$ cat src/rtl/siganfu_fire_control_arbiter_if.sv
// Station request/status lines and gun control/status lines shared by the fire-control arbiter.
interface siganfu_fire_control_arbiter_if #(
    parameter int N_STATIONS = 4
);
    logic [N_STATIONS-1:0] station_req;
    logic [N_STATIONS-1:0] station_locked;
    logic [N_STATIONS-1:0] station_enemy;
    logic [N_STATIONS-1:0] station_mode;
    logic                  gun_fire_trigger;
    logic                  gun_crit_alert;
    logic                  gun_target_locked;
    logic                  gun_is_enemy;
    logic                  gun_firing_mode;
    logic                  gun_fire_command;
    logic [N_STATIONS-1:0] grant;
    logic [7:0]            rounds_fired;
    logic                  abort_pulse;

    modport master (
        output station_req, station_locked, station_enemy, station_mode,
        output gun_fire_trigger, gun_crit_alert,
        input  gun_target_locked, gun_is_enemy, gun_firing_mode, gun_fire_command,
        input  grant, rounds_fired, abort_pulse
    );

    modport slave (
        input  station_req, station_locked, station_enemy, station_mode,
        input  gun_fire_trigger, gun_crit_alert,
        output gun_target_locked, gun_is_enemy, gun_firing_mode, gun_fire_command,
        output grant, rounds_fired, abort_pulse
    );
endinterface

$ cat src/rtl/siganfu_fire_control_arbiter.sv
// Round-robin arbiter granting one station at a time a bounded burst on the shared gun,
// with trigger counting, watchdog abort and critical-alert lockout.
module siganfu_fire_control_arbiter #(
    parameter int N_STATIONS     = 4,
    parameter int BURST_QUOTA    = 5,
    parameter int RELEASE_CYCLES = 2,
    parameter int WATCHDOG       = 40
) (
    input logic                           sysclk,
    input logic                           reboot,
    siganfu_fire_control_arbiter_if.slave bus
);
    localparam int IW   = (N_STATIONS > 1) ? $clog2(N_STATIONS) : 1;
    localparam int WD_W = $clog2(WATCHDOG + 1);
    localparam int RC_W = (RELEASE_CYCLES > 1) ? $clog2(RELEASE_CYCLES) : 1;

    typedef enum logic [2:0] {ARB, ARM, FIRE, RELEASE, LOCKOUT} state_t;

    state_t                state_q;
    logic [IW-1:0]         rr_ptr_q;
    logic [IW-1:0]         owner_q;
    logic [N_STATIONS-1:0] grant_q;
    logic [7:0]            rounds_q;
    logic [7:0]            rounds_d;
    logic [WD_W-1:0]       wd_q;
    logic [WD_W-1:0]       wd_d;
    logic [RC_W-1:0]       rel_q;
    logic                  trig_q;
    logic                  abort_q;
    logic                  locked_q;
    logic                  enemy_q;
    logic                  mode_q;
    logic                  cmd_q;

    logic [N_STATIONS-1:0] eligible;
    logic                  win_found;
    logic [IW-1:0]         win_idx;
    logic [IW-1:0]         cand;
    logic [IW-1:0]         rr_next;
    logic                  trig_rise;
    logic                  quota_hit;
    logic                  owner_gone;
    logic                  wd_expired;
    int                    idx;

    // Scan offsets from high to low so the smallest offset from rr_ptr wins.
    always_comb begin
        eligible  = bus.station_req & bus.station_locked & bus.station_enemy;
        win_found = 1'b0;
        win_idx   = '0;
        cand      = '0;
        idx       = 0;
        for (int k = N_STATIONS - 1; k >= 0; k--) begin
            idx = int'(rr_ptr_q) + k;
            if (idx >= N_STATIONS) idx = idx - N_STATIONS;
            cand = IW'(idx);
            if (eligible[cand]) begin
                win_found = 1'b1;
                win_idx   = cand;
            end
        end
        rr_next    = (win_idx == IW'(N_STATIONS - 1)) ? '0 : win_idx + IW'(1);
        trig_rise  = bus.gun_fire_trigger & ~trig_q;
        rounds_d   = (trig_rise && rounds_q != 8'hFF) ? rounds_q + 8'd1 : rounds_q;
        wd_d       = trig_rise ? '0 : wd_q + WD_W'(1);
        quota_hit  = (rounds_d >= 8'(BURST_QUOTA));
        owner_gone = ~eligible[owner_q];
        wd_expired = (wd_d == WD_W'(WATCHDOG));
    end

    always_ff @(posedge sysclk) begin
        if (reboot) begin
            state_q  <= ARB;
            rr_ptr_q <= '0;
            owner_q  <= '0;
            grant_q  <= '0;
            rounds_q <= '0;
            wd_q     <= '0;
            rel_q    <= '0;
            trig_q   <= 1'b0;
            abort_q  <= 1'b0;
            locked_q <= 1'b0;
            enemy_q  <= 1'b0;
            mode_q   <= 1'b0;
            cmd_q    <= 1'b0;
        end else begin
            trig_q  <= bus.gun_fire_trigger;
            abort_q <= 1'b0;
            if (bus.gun_crit_alert) begin
                state_q  <= LOCKOUT;
                abort_q  <= (grant_q != '0);
                grant_q  <= '0;
                locked_q <= 1'b0;
                enemy_q  <= 1'b0;
                mode_q   <= 1'b0;
                cmd_q    <= 1'b0;
            end else begin
                case (state_q)
                    ARB: begin
                        if (win_found) begin
                            state_q  <= ARM;
                            grant_q  <= N_STATIONS'(1) << win_idx;
                            owner_q  <= win_idx;
                            rr_ptr_q <= rr_next;
                            rounds_q <= '0;
                            locked_q <= 1'b1;
                            enemy_q  <= 1'b1;
                            mode_q   <= bus.station_mode[win_idx];
                            cmd_q    <= 1'b0;
                        end
                    end
                    ARM: begin
                        state_q <= FIRE;
                        wd_q    <= '0;
                        cmd_q   <= 1'b1;
                    end
                    FIRE: begin
                        rounds_q <= rounds_d;
                        wd_q     <= wd_d;
                        if (quota_hit || owner_gone || wd_expired) begin
                            state_q  <= RELEASE;
                            rel_q    <= '0;
                            abort_q  <= ~(quota_hit || owner_gone);
                            grant_q  <= '0;
                            locked_q <= 1'b0;
                            enemy_q  <= 1'b0;
                            mode_q   <= 1'b0;
                            cmd_q    <= 1'b0;
                        end
                    end
                    RELEASE: begin
                        if (rel_q == RC_W'(RELEASE_CYCLES - 1)) state_q <= ARB;
                        else rel_q <= rel_q + RC_W'(1);
                    end
                    LOCKOUT: begin
                        state_q <= RELEASE;
                        rel_q   <= '0;
                    end
                    default: state_q <= ARB;
                endcase
            end
        end
    end

    assign bus.grant             = grant_q;
    assign bus.rounds_fired      = rounds_q;
    assign bus.abort_pulse       = abort_q;
    assign bus.gun_target_locked = locked_q;
    assign bus.gun_is_enemy      = enemy_q;
    assign bus.gun_firing_mode   = mode_q;
    assign bus.gun_fire_command  = cmd_q;
endmodule

$ cat src/flat_wrapper.sv
// flat-port wrapper written by rule: the top's interface ports become plain ports
module siganfu_fire_control_arbiter_flat 
#(
    parameter int N_STATIONS     = 4,
    parameter int BURST_QUOTA    = 5,
    parameter int RELEASE_CYCLES = 2,
    parameter int WATCHDOG       = 40
)
  (sysclk, reboot, bus_station_req, bus_station_locked, bus_station_enemy, bus_station_mode, bus_gun_fire_trigger, bus_gun_crit_alert, bus_gun_target_locked, bus_gun_is_enemy, bus_gun_firing_mode, bus_gun_fire_command, bus_grant, bus_rounds_fired, bus_abort_pulse);
  siganfu_fire_control_arbiter_if #(.N_STATIONS(N_STATIONS)) bus_i ();
  input logic sysclk;
  input logic reboot;
  input wire logic [$bits(bus_i.station_req)-1:0] bus_station_req;
  input wire logic [$bits(bus_i.station_locked)-1:0] bus_station_locked;
  input wire logic [$bits(bus_i.station_enemy)-1:0] bus_station_enemy;
  input wire logic [$bits(bus_i.station_mode)-1:0] bus_station_mode;
  input wire logic [$bits(bus_i.gun_fire_trigger)-1:0] bus_gun_fire_trigger;
  input wire logic [$bits(bus_i.gun_crit_alert)-1:0] bus_gun_crit_alert;
  output wire logic [$bits(bus_i.gun_target_locked)-1:0] bus_gun_target_locked;
  output wire logic [$bits(bus_i.gun_is_enemy)-1:0] bus_gun_is_enemy;
  output wire logic [$bits(bus_i.gun_firing_mode)-1:0] bus_gun_firing_mode;
  output wire logic [$bits(bus_i.gun_fire_command)-1:0] bus_gun_fire_command;
  output wire logic [$bits(bus_i.grant)-1:0] bus_grant;
  output wire logic [$bits(bus_i.rounds_fired)-1:0] bus_rounds_fired;
  output wire logic [$bits(bus_i.abort_pulse)-1:0] bus_abort_pulse;
  assign bus_i.station_req = bus_station_req;
  assign bus_i.station_locked = bus_station_locked;
  assign bus_i.station_enemy = bus_station_enemy;
  assign bus_i.station_mode = bus_station_mode;
  assign bus_i.gun_fire_trigger = bus_gun_fire_trigger;
  assign bus_i.gun_crit_alert = bus_gun_crit_alert;
  assign bus_gun_target_locked = bus_i.gun_target_locked;
  assign bus_gun_is_enemy = bus_i.gun_is_enemy;
  assign bus_gun_firing_mode = bus_i.gun_firing_mode;
  assign bus_gun_fire_command = bus_i.gun_fire_command;
  assign bus_grant = bus_i.grant;
  assign bus_rounds_fired = bus_i.rounds_fired;
  assign bus_abort_pulse = bus_i.abort_pulse;
  siganfu_fire_control_arbiter #(.N_STATIONS(N_STATIONS), .BURST_QUOTA(BURST_QUOTA), .RELEASE_CYCLES(RELEASE_CYCLES), .WATCHDOG(WATCHDOG)) u_core (.sysclk(sysclk), .reboot(reboot), .bus(bus_i));
endmodule
$ cat config.mk
export PLATFORM = sky130hd
export DESIGN_NAME = siganfu_fire_control_arbiter_flat
export DESIGN_NICKNAME = d
export VERILOG_FILES = /design/src/rtl/siganfu_fire_control_arbiter_if.sv /design/src/rtl/siganfu_fire_control_arbiter.sv /design/src/flat_wrapper.sv
export SDC_FILE = /design/constraint.sdc
export NUM_CORES = 1
export LEC_CHECK = 0
export ABC_CLOCK_PERIOD_IN_PS = 2100
export BUFFER_PORTS_ARGS = -buffer_cell sky130_fd_sc_hd__buf_2
export CAP_MARGIN = 20
export CELL_PAD_IN_SITES_DETAIL_PLACEMENT = 2
export CELL_PAD_IN_SITES_GLOBAL_PLACEMENT = 2
export CORE_MARGIN = 5
export CORE_UTILIZATION = 32
export DETAILED_ROUTE_END_ITERATION = 16
export PLACE_DENSITY = 0.91
export SYNTH_ARGS = -nofsm -noshare
export SYNTH_HDL_FRONTEND = slang
export SYNTH_SLANG_ARGS = --single-unit
$ cat constraint.sdc
create_clock -name sysclk -period 2.1 [get_ports sysclk]
set_input_delay 0.105 -clock sysclk [delete_from_list [all_inputs] [get_ports sysclk]]
set_output_delay 0.105 -clock sysclk [all_outputs]
set_load 0.01 [all_outputs]
==> results of run 1 <==
## area by class of cell
type	count	area, um^2	area share, %
clock buffers	8	100	4.15
inverters	9	33.8	1.40
multi-input cells	186	1240	51.5
flip-flops and latches	31	621	25.7
well taps	75	93.8	3.89
repair buffers	55	323	13.4
## flip-flops by register name (all words and copies together), names as in the netlist
name and flops:
u_core.bus.rounds_fired 8, u_core.wd_q 6, u_core.bus.grant 4, u_core.state_q 3, u_core.owner_q 2, u_core.rr_ptr_q 2, u_core.bus.abort_pulse 1, u_core.bus.gun_fire_command 1
u_core.bus.gun_firing_mode 1, u_core.bus.gun_target_locked 1, u_core.rel_q 1, u_core.trig_q 1
## placed cells by master, fill, tap and decap left out, types with 3 or more instances in the layout
cell type	instances
nor3_1	3
o21ai_0	11
o21ai_1	5
inv_1	9
a22oi_1	5
o41ai_1	3
and3_1	4
mux2i_1	5
nand3_1	7
a21oi_1	16
a211oi_1	8
xnor2_1	5
nand2_1	26
clkbuf_8	7
ha_1	5
or3_1	4
nor2_1	27
buf_4	19
nand4_1	5
nand2b_1	3
buf_2	36
dfxtp_1	31
## layer usage
layer / track usage (%) / wire, um / vias up
met5: 0 / 0 / -
met4: 6.14 / 161 / 0
met3: 4.89 / 250 / 17
met2: 36.7 / 3890 / 44
met1: 20.8 / 3050 / 1035
li1: - / - / 970
## worst max path at each step
stage / from / to
3_5_place_dp: u_core.bus.rounds_fired[1] / u_core.bus.gun_fire_command
6_report: u_core.bus.rounds_fired[1] / u_core.bus.gun_fire_command
4_1_cts: u_core.bus.rounds_fired[1] / u_core.bus.gun_fire_command
2_1_floorplan: u_core.bus.rounds_fired[0] / u_core.bus.gun_fire_command
5_1_grt: u_core.bus.rounds_fired[1] / u_core.bus.gun_fire_command
3_3_place_gp: u_core.bus.rounds_fired[0] / u_core.bus.gun_fire_command
## repair_timing
action,4_1_cts,5_1_grt
buffers inserted,0,2
hold buffers,0,0
resized for setup,1,5
pin swaps,0,4
endpoints found under the hold margin,0,0
endpoints found under the setup margin,2,7
## per-stage QoR
step	setup WS, ns	hold WS, ns	TNS [ns]
2_1_floorplan	0.0673	0.233	0
3_3_place_gp	0.133	0.399	0
3_5_place_dp	0.0452	0.408	0
4_1_cts	0.0130	0.116	0
5_1_grt	-0.0825	0.111	-0.154
6_report	-0.0322	0.0986	-0.0387
## cell families (layout without fill, tap and decap cells)
family,after synthesis,in the layout,share of synthesized area [%]
adders and majority gates,6,6,3.86
and+or+nand+nor,99,99,27.1
buffers and inverters,23,72,5.59
muxes,6,6,3.73
DFF,31,31,31.9
AOI/OAI and AO/OA,68,68,24.6
xor gates and xnor gates,7,7,3.15
## worst reg2reg max path: cells and delay by family, from the launching register on
kind | cells | cell delay [ns]
fa+ha+maj | 1 | 0.27
compound gates | 3 | 0.70
simple gates | 3 | 0.67
flops | 1 | 0.40
## power by group through the flow
| stage | Sequential, W | Combinational [W] | Clock [W] |
|---|---|---|---|
| after floorplan | 0.000623 | 0.000114 | 0 |
| after global placement | 0.000627 | 0.000174 | 0 |
| after detailed placement | 0.000627 | 0.000183 | 0 |
| after CTS | 0.000615 | 0.000189 | 0.000559 |
| after global routing | 0.000617 | 0.000208 | 0.000583 |
| final | 0.000616 | 0.000191 | 0.000553 |
==> results.py, run 1 <==
metrics = {
    "outcome": {
        "outcome": "complete, but fails checks",
        "violations": "setup timing",
    },
    "power": {
        "p_seq_share_pct": 45.3,
        "power-per-cell-area_nw_per_um2": 563,
        "pwr-share-comb_pct": 14.1,
        "fin_total_pwr_w": 0.00136,
        "vdd_drop_max_mv": 0.188,
        "switching_share_pct": 28.5,
        "power.switching_w": 0.000387,
        "clkPwrFrac_pct": 40.7,
        "power.leakage_nw": 0.937,
        "internal_power_w": 0.000973,
    },
    "floorplanning": {
        "core_um2": 5920,
        "rows": 28,
        "ioPinCount": 37,
        "die_h_um": 88.0,
        "start_util_pct": 32.9,
        "die_w_um": 88.0,
        "die-area_um2": 7740,
    },
    "cts": {
        "cts_tree": "yes",
        "cts_sinks": 31,
        "clk_latency_ns": 0.30,
        "clk_path_buf_depth": 2,
        "clockRootBuffer": "clkbuf_8",
        "clk_pin_slew_ns": 0.08,
        "cts_htree_levels": 2,
        "cts_inserted_buffers": 5,
    },
    "synth": {
        "syn_nets": 266,
        "ys.flop_type": "dfxtp_1",
        "netlist_instances": 240,
        "synth_top_area_share_pct": 31.9,
        "synth_area_per_cell_um2": 8.11,
        "ys.warnings.count": 0,
        "ys_top_cells_by_area": "dfxtp_1 32%, nor2_1 5.2%, nand2_1 5.0%",
        "syn_area_um2": 1950,
        "yosys.cell_count.top_type": "dfxtp_1",
        "ys_seq_elements": 31,
        "async_flop_share_pct": 0,
        "synth_area_leader_cell": "dfxtp_1",
        "yosysSeqAreaShare_pct": 31.9,
        "synthDistinctLibCells": 56,
        "synth_edf_count": 0,
        "synth_common_cells": "31 x dfxtp_1, 27 x nor2_1, 26 x nand2_1",
    },
    "sta": {
        "hold_violations": 0,
        "skew_ns": 0.0133,
        "slew_viol_final": 0,
        "fmax_mhz": 469,
        "tightest_slew_ns": 0.655,
        "relSlewSlack_pct": 55.8,
        "period_minus_slack_ns": 2.13,
        "setup_viol": 2,
        "fin_ws_ns": -0.0322,
        "period_share_pct": 102,
    },
    "critical_path": {
        "path_class": "reg -> reg",
        "reg2reg_setup_slack_ns": -0.03,
        "timing.rr.end": "u_core.bus.gun_fire_command",
        "cp-end-kind": "register",
        "reg2reg_from": "u_core.bus.rounds_fired[1]",
        "cp-start-kind": "register",
        "worst_ep_arrival_time_ns": 2.35,
        "crit_family": "compound AO/OA/AOI/OAI gates",
        "worst-path-buf-inv": 0,
        "critical_path.slowest_cell": "dfxtp_1",
        "critical_path_depth": 7,
        "max_stage_delay_ns": 0.40,
        "critPathMaxFanout": 6,
        "cp_cell_sequence": "ha_2, nand3b_1, o31a_1, a2111oi_4, and4bb_4, a21oi_4, nor4_4",
        "critPathRequiredTime_ns": 2.31,
        "worst_r2r_path_depth": 7,
    },
    "drt": {
        "vias_per_cell": 5.68,
        "drc": 0,
        "wire_per_inst_um": 20.2,
        "drt_first_pass_iters": 4,
        "postRouteAntennaNets": 0,
        "drtIter0Drc": 91,
        "vias": 2066,
        "finalWirelength_um": 7360,
    },
    "global_route": {
        "grt_pass1_vias": 2309,
        "antenna_found_initial": 0,
        "grt-ovfl-total": 0,
        "grt_max_degree": 27,
        "grt_usage_pct": 19.4,
        "grt_pass1_wl_um": 11600,
    },
    "final_layout": {
        "drive_gt1_share_pct": 27.0,
        "fill_cells": 696,
        "design_area_um2": 2410,
        "finish.utilization_pct": 40.8,
        "fin_cells": 364,
        "antennaDiodeCount": 0,
        "area_growth_pct": 24.1,
        "nets": 314,
    },
    "job": {
        "cap_violations": 0,
    },
    "worst_hold_path": {
        "min_path_type": "in -> reg",
        "hold_depth": 2,
        "min_from": "bus_gun_fire_trigger",
        "worstHoldEndpoint": "u_core.trig_q",
    },
    "placed_design": {
        "hpwl_um": 5020,
        "gp_congestion": 0.862,
        "numPortBuffers": 36,
        "dp.cells": 354,
        "placed_area_um2": 2270,
    },
}
(Power assumes the default switching activity.)
==> run 2, diff against run 1 <==
--- a/config.mk
+++ b/config.mk
@@ -8,12 +8,10 @@
 export ABC_CLOCK_PERIOD_IN_PS = 2100
 export BUFFER_PORTS_ARGS = -buffer_cell sky130_fd_sc_hd__buf_2
 export CAP_MARGIN = 20
-export CELL_PAD_IN_SITES_DETAIL_PLACEMENT = 2
-export CELL_PAD_IN_SITES_GLOBAL_PLACEMENT = 2
 export CORE_MARGIN = 5
-export CORE_UTILIZATION = 32
+export CORE_UTILIZATION = 38
 export DETAILED_ROUTE_END_ITERATION = 16
-export PLACE_DENSITY = 0.91
+export PLACE_DENSITY = 0.7
 export SYNTH_ARGS = -nofsm -noshare
 export SYNTH_HDL_FRONTEND = slang
 export SYNTH_SLANG_ARGS = --single-unit
==> results.py, run 2 (synthesized netlist as in run 1, its figures left out) <==
metrics = {
    "drt": {
        "drt_first_pass_iters": 4,
        "postRouteAntennaNets": 0,
        "drc": 0,
        "wire_per_inst_um": 13.0,
        "drtIter0Drc": 115,
        "finalWirelength_um": 4600,
        "vias_per_cell": 5.35,
        "vias": 1895,
    },
    "sta": {
        "setup_viol": 0,
        "slew_viol_final": 0,
        "tightest_slew_ns": 0.590,
        "period_share_pct": 94.5,
        "relSlewSlack_pct": 60.7,
        "skew_ns": 0.00923,
        "hold_violations": 0,
        "fmax_mhz": 504,
        "period_minus_slack_ns": 1.98,
    },
    "power": {
        "p_seq_share_pct": 49.8,
        "pwr-share-comb_pct": 13.8,
        "fin_total_pwr_w": 0.00123,
        "power-per-cell-area_nw_per_um2": 527,
        "vdd_drop_max_mv": 0.328,
        "clkPwrFrac_pct": 36.4,
        "internal_power_w": 0.000897,
        "power.switching_w": 0.000335,
        "switching_share_pct": 27.2,
        "power.leakage_nw": 0.912,
    },
    "final_layout": {
        "finish.utilization_pct": 46.4,
        "drive_gt1_share_pct": 25.0,
        "area.sequential_um2": 622,
        "area_growth_pct": 20.2,
        "final_common_cell": "buf_2",
        "antennaDiodeCount": 0,
        "multi_input_area_um2": 1230,
        "largest_reg_flops": 8,
        "mostFrequentLayoutCells": "36 x buf_2, 30 x dfxtp_1, 27 x nor2_1, 26 x nand2_1, 17 x a21oi_1",
        "nets": 309,
        "fill_cells": 493,
    },
    "global_route": {
        "grt_pass1_wl_um": 7940,
        "grt_max_degree": 28,
        "antenna_found_initial": 0,
        "grt_pass1_vias": 1824,
        "grt_usage_pct": 14.9,
        "grt-ovfl-total": 0,
    },
    "placed_design": {
        "hpwl_um": 3550,
        "gp_congestion": 0.897,
        "numPortBuffers": 36,
    },
    "critical_path": {
        "cp-end-kind": "register",
        "critPathRequiredTime_ns": 2.27,
        "reg2reg_setup_slack_ns": 0.12,
        "reg2reg_from": "u_core.wd_q[0]",
        "timing.rr.end": "u_core.bus.gun_firing_mode",
        "cp-start-kind": "register",
        "worst_r2r_path_depth": 6,
        "path_class": "reg -> reg",
        "critPathMaxFanout": 6,
        "worst_ep_arrival_time_ns": 2.15,
    },
    "cts": {
        "cts_htree_levels": 2,
        "clk_pin_slew_ns": 0.07,
        "clk_latency_ns": 0.28,
        "clk_path_buf_depth": 2,
        "cts_inserted_buffers": 5,
        "holdBufCountCts": 0,
        "cts_sinks": 31,
        "clockRootBuffer": "clkbuf_8",
        "cts_tree": "yes",
    },
    "floorplanning": {
        "rows": 26,
        "start_util_pct": 38.6,
        "die-area_um2": 6650,
        "core_um2": 5040,
        "die_h_um": 81.6,
        "die_w_um": 81.6,
        "ioPinCount": 37,
    },
    "worst_hold_path": {
        "min_path_type": "in -> reg",
        "hold_depth": 2,
        "min_from": "bus_gun_fire_trigger",
        "worstHoldEndpoint": "u_core.trig_q",
    },
    "job": {
        "cap_violations": 0,
    },
    "outcome": {
        "outcome": "complete, no violations",
    },
}
run 2: cell count changes in the layout (fill, tap and decap cells not counted), sizes merged:
cell	previous run	this run
clkbuf	8	5
clkinv	0	3
buf	55	50
run 2: layout make-up:
class | count | area share, %
Multi-Input combinational cell | 186 | 52.4
Timing Repair Buffer | 50 | 12.2
Clock buffer | 5 | 2.94
Inverter | 9 | 1.44
Sequential cell | 31 | 26.6
Clock inverter | 3 | 0.642
Tap cell | 70 | 3.75
run 2: how the worst max path moves through the flow:
stage,startpoint,endpoint,slack [ns],depth (start not counted)
2_1_floorplan,u_core.bus.rounds_fired[0],u_core.bus.gun_fire_command,0.07,7
3_3_place_gp,u_core.bus.rounds_fired[1],u_core.bus.gun_fire_command,0.16,8
6_report,u_core.wd_q[0],u_core.bus.gun_firing_mode,0.12,6
3_5_place_dp,u_core.bus.rounds_fired[1],u_core.bus.abort_pulse,0.1,8
5_1_grt,u_core.wd_q[0],u_core.bus.gun_firing_mode,-0.001,6
4_1_cts,u_core.bus.rounds_fired[1],u_core.bus.abort_pulse,0.09,8
run 2: routing by layer:
metal | global-route usage, % | vias up | routed length (um) | part of all wire (%)
li1 | - | 964 | - | -
met1 | 19.2 | 870 | 2150 | 47
met2 | 24.5 | 57 | 2140 | 46
met3 | 3.18 | 4 | 289 | 6.3
met4 | 5.07 | 0 | 27 | 0.59
met5 | 0 | - | 0 | 0
run 2: power groups by stage:
stage	Combinational (W)	Sequential (W)	Clock (W)
after CTS	0.000170	0.000614	0.000464
after floorplan	0.000114	0.000623	0
after global routing	0.000190	0.000615	0.000490
after detailed placement	0.000169	0.000627	0
after global placement	0.000167	0.000627	0
final	0.000170	0.000614	0.000449
run 2: through the flow:
stage | cell area [um^2] | hold slack [ns] | instances | TNS [ns] | worst slack [ns]
2_1_floorplan | 1950 | 0.233 | 240 | 0 | 0.0673
3_3_place_gp | 2240 | 0.392 | 345 | 0 | 0.160
3_5_place_dp | 2240 | 0.408 | 345 | 0 | 0.0978
4_1_cts | 2320 | 0.113 | 353 | 0 | 0.0899
5_1_grt | 2340 | 0.125 | 354 | -0.00119 | -0.00119
6_report | 2340 | 0.117 | 354 | 0 | 0.115
run 2: repair_timing:
item	CTS	global route
setup buffers	0	1
setup endpoints to repair	0	8
resized for setup	0	3
run 2: critical path, cell delays in order, from the launching register on:
cell	delay [ns]
dfxtp_1	0.44
nand4_1	0.16
or3_1	0.39
a211oi_4	0.31
a21oi_1	0.19
a21oi_4	0.28
o21ai_1	0.11
==> run 3, diff against run 2 <==
--- a/config.mk
+++ b/config.mk
@@ -12,6 +12,7 @@
 export CORE_UTILIZATION = 38
 export DETAILED_ROUTE_END_ITERATION = 16
 export PLACE_DENSITY = 0.7
+export REMOVE_ABC_BUFFERS = 1
 export SYNTH_ARGS = -nofsm -noshare
 export SYNTH_HDL_FRONTEND = slang
 export SYNTH_SLANG_ARGS = --single-unit
==> results.py, run 3 (synthesized netlist as in run 1, its figures left out) <==
metrics = {
    "outcome": {
        "outcome": "complete, no violations",
    },
    "power": {
        "power.leakage_nw": 0.891,
        "vdd_drop_max_mv": 0.300,
        "power-per-cell-area_nw_per_um2": 519,
    },
    "global_route": {
        "antenna_found_initial": 0,
        "grt_pass1_vias": 1774,
        "grt_max_degree": 28,
        "grt-ovfl-total": 0,
        "grt_usage_pct": 15.1,
        "grt_pass1_wl_um": 8050,
    },
    "cts": {
        "clockRootBuffer": "clkbuf_8",
        "clk_latency_ns": 0.28,
        "clk_pin_slew_ns": 0.06,
        "cts_htree_levels": 2,
        "cts_inserted_buffers": 5,
        "cts_sinks": 31,
        "postCtsSetupBuffers": 0,
        "clk_path_buf_depth": 2,
        "cts_tree": "yes",
    },
    "placed_design": {
        "numPortBuffers": 36,
        "dp.cells": 344,
        "hpwl_um": 3440,
        "gp_congestion": 0.916,
        "placed_area_um2": 2230,
    },
    "sta": {
        "hold_ws_ns": 0.125,
        "period_minus_slack_ns": 2.01,
        "fmax_mhz": 498,
        "rsz0062_at_grt": "false",
        "relSlewSlack_pct": 59.5,
        "period_share_pct": 95.6,
        "setup_viol": 0,
        "setup_tns_ns": 0,
        "hold_violations": 0,
        "slew_viol_final": 0,
        "skew_ns": 0.00680,
        "tightest_slew_ns": 0.600,
    },
    "drt": {
        "vias_per_cell": 5.56,
        "drtIter0Drc": 83,
        "wire_per_inst_um": 13.3,
        "postRouteAntennaNets": 0,
        "drc": 0,
        "drt_first_pass_iters": 4,
        "vias": 1946,
        "finalWirelength_um": 4660,
    },
    "final_layout": {
        "multi_input_area_um2": 1240,
        "fill_cells": 505,
        "finish.utilization_pct": 46.1,
        "area_growth_pct": 19.5,
        "largest_reg_flops": 8,
        "design_area_um2": 2320,
        "nets": 307,
        "final_common_cell": "buf_2",
        "fin_cells": 350,
        "area.sequential_um2": 621,
        "antennaDiodeCount": 0,
        "drive_gt1_share_pct": 23.6,
        "mostFrequentLayoutCells": "36 x buf_2, 31 x dfxtp_1, 27 x nor2_1, 26 x nand2_1, 16 x a21oi_1",
    },
    "floorplanning": {
        "die_h_um": 81.6,
        "die-area_um2": 6650,
        "rows": 26,
        "start_util_pct": 38.6,
        "ioPinCount": 37,
        "die_w_um": 81.6,
        "core_um2": 5040,
    },
    "critical_path": {
        "cp-end-kind": "register",
        "path_class": "reg -> reg",
        "cp-start-kind": "register",
        "worst_ep_arrival_time_ns": 2.19,
        "critPathRequiredTime_ns": 2.29,
        "critPathMaxFanout": 6,
    },
    "worst_hold_path": {
        "min_path_type": "in -> reg",
    },
    "job": {
        "cap_violations": 0,
    },
}
==> run 3: cell count changes in the layout (fill, tap and decap cells not counted) <==
cell and change:
a21oi_1 -1, a21oi_2 +1, buf_4 -2, clkbuf_1 +1
clkinv_2 -3, dfxtp_1 +1, dfxtp_2 -1, ha_2 -1
ha_4 +1
==> run 3: final timing paths <==
check	slack (ns)	endpoint	start	cells after the start
worst max-delay path	0.09	u_core.bus.gun_fire_command	u_core.bus.rounds_fired[0]	7
worst min-delay path	0.12	u_core.trig_q	bus_gun_fire_trigger	2
worst max register to register	0.09	u_core.bus.gun_fire_command	u_core.bus.rounds_fired[0]	7
worst min register to register	0.46	u_core.bus.gun_firing_mode	u_core.bus.gun_firing_mode	2
==> run 3: worst max-delay path, stage by stage, from the launching register on <==
cell	delay (ns)
dfxtp_1	0.34
buf_4	0.16
and4b_1	0.27
o2bb2ai_2	0.17
a2111oi_4	0.35
and4bb_4	0.33
a21oi_4	0.10
nor4_4	0.20
==> run 3: per-stage QoR <==
step	setup slack, ns	power, W
6_report	0.0924	0.00121
3_5_place_dp	0.0731	0.000794
3_3_place_gp	0.135	0.000791
5_1_grt	0.000757	0.00126
4_1_cts	0.0497	0.00122
2_1_floorplan	0.0675	0.000723
==> run 3: power breakdown <==
group	total (W)	switching, W	internal (W)
Clock	0.000424	0.000203	0.000220
Sequential	0.000614	0.0000135	0.000601
Combinational	0.000169	0.000101	0.0000685
==> run 3: layout make-up <==
class                           instances  share of cell area (%)
Sequential cell                        31                    26.7
Multi-Input combinational cell        186                    53.3
Timing Repair Buffer                   48                    11.6
Clock buffer                            6                    3.12
Tap cell                               70                    3.77
Inverter                                9                    1.45
==> run 3: timing repair <==
| item | in CTS | in global routing |
|---|---|---|
| endpoints found under the setup margin | 0 | 7 |
| hold buffers | 0 | 0 |
| resized for setup | 0 | 4 |
==> run 3: routing by layer <==
metal / share of wire [%] / vias to the layer above / global-route usage (%)
li1: - / 955 / -
met1: 46 / 924 / 19.8
met2: 47 / 61 / 24.6
met3: 6.0 / 6 / 3.51
met4: 1.0 / 0 / 4.22
met5: 0 / - / 0
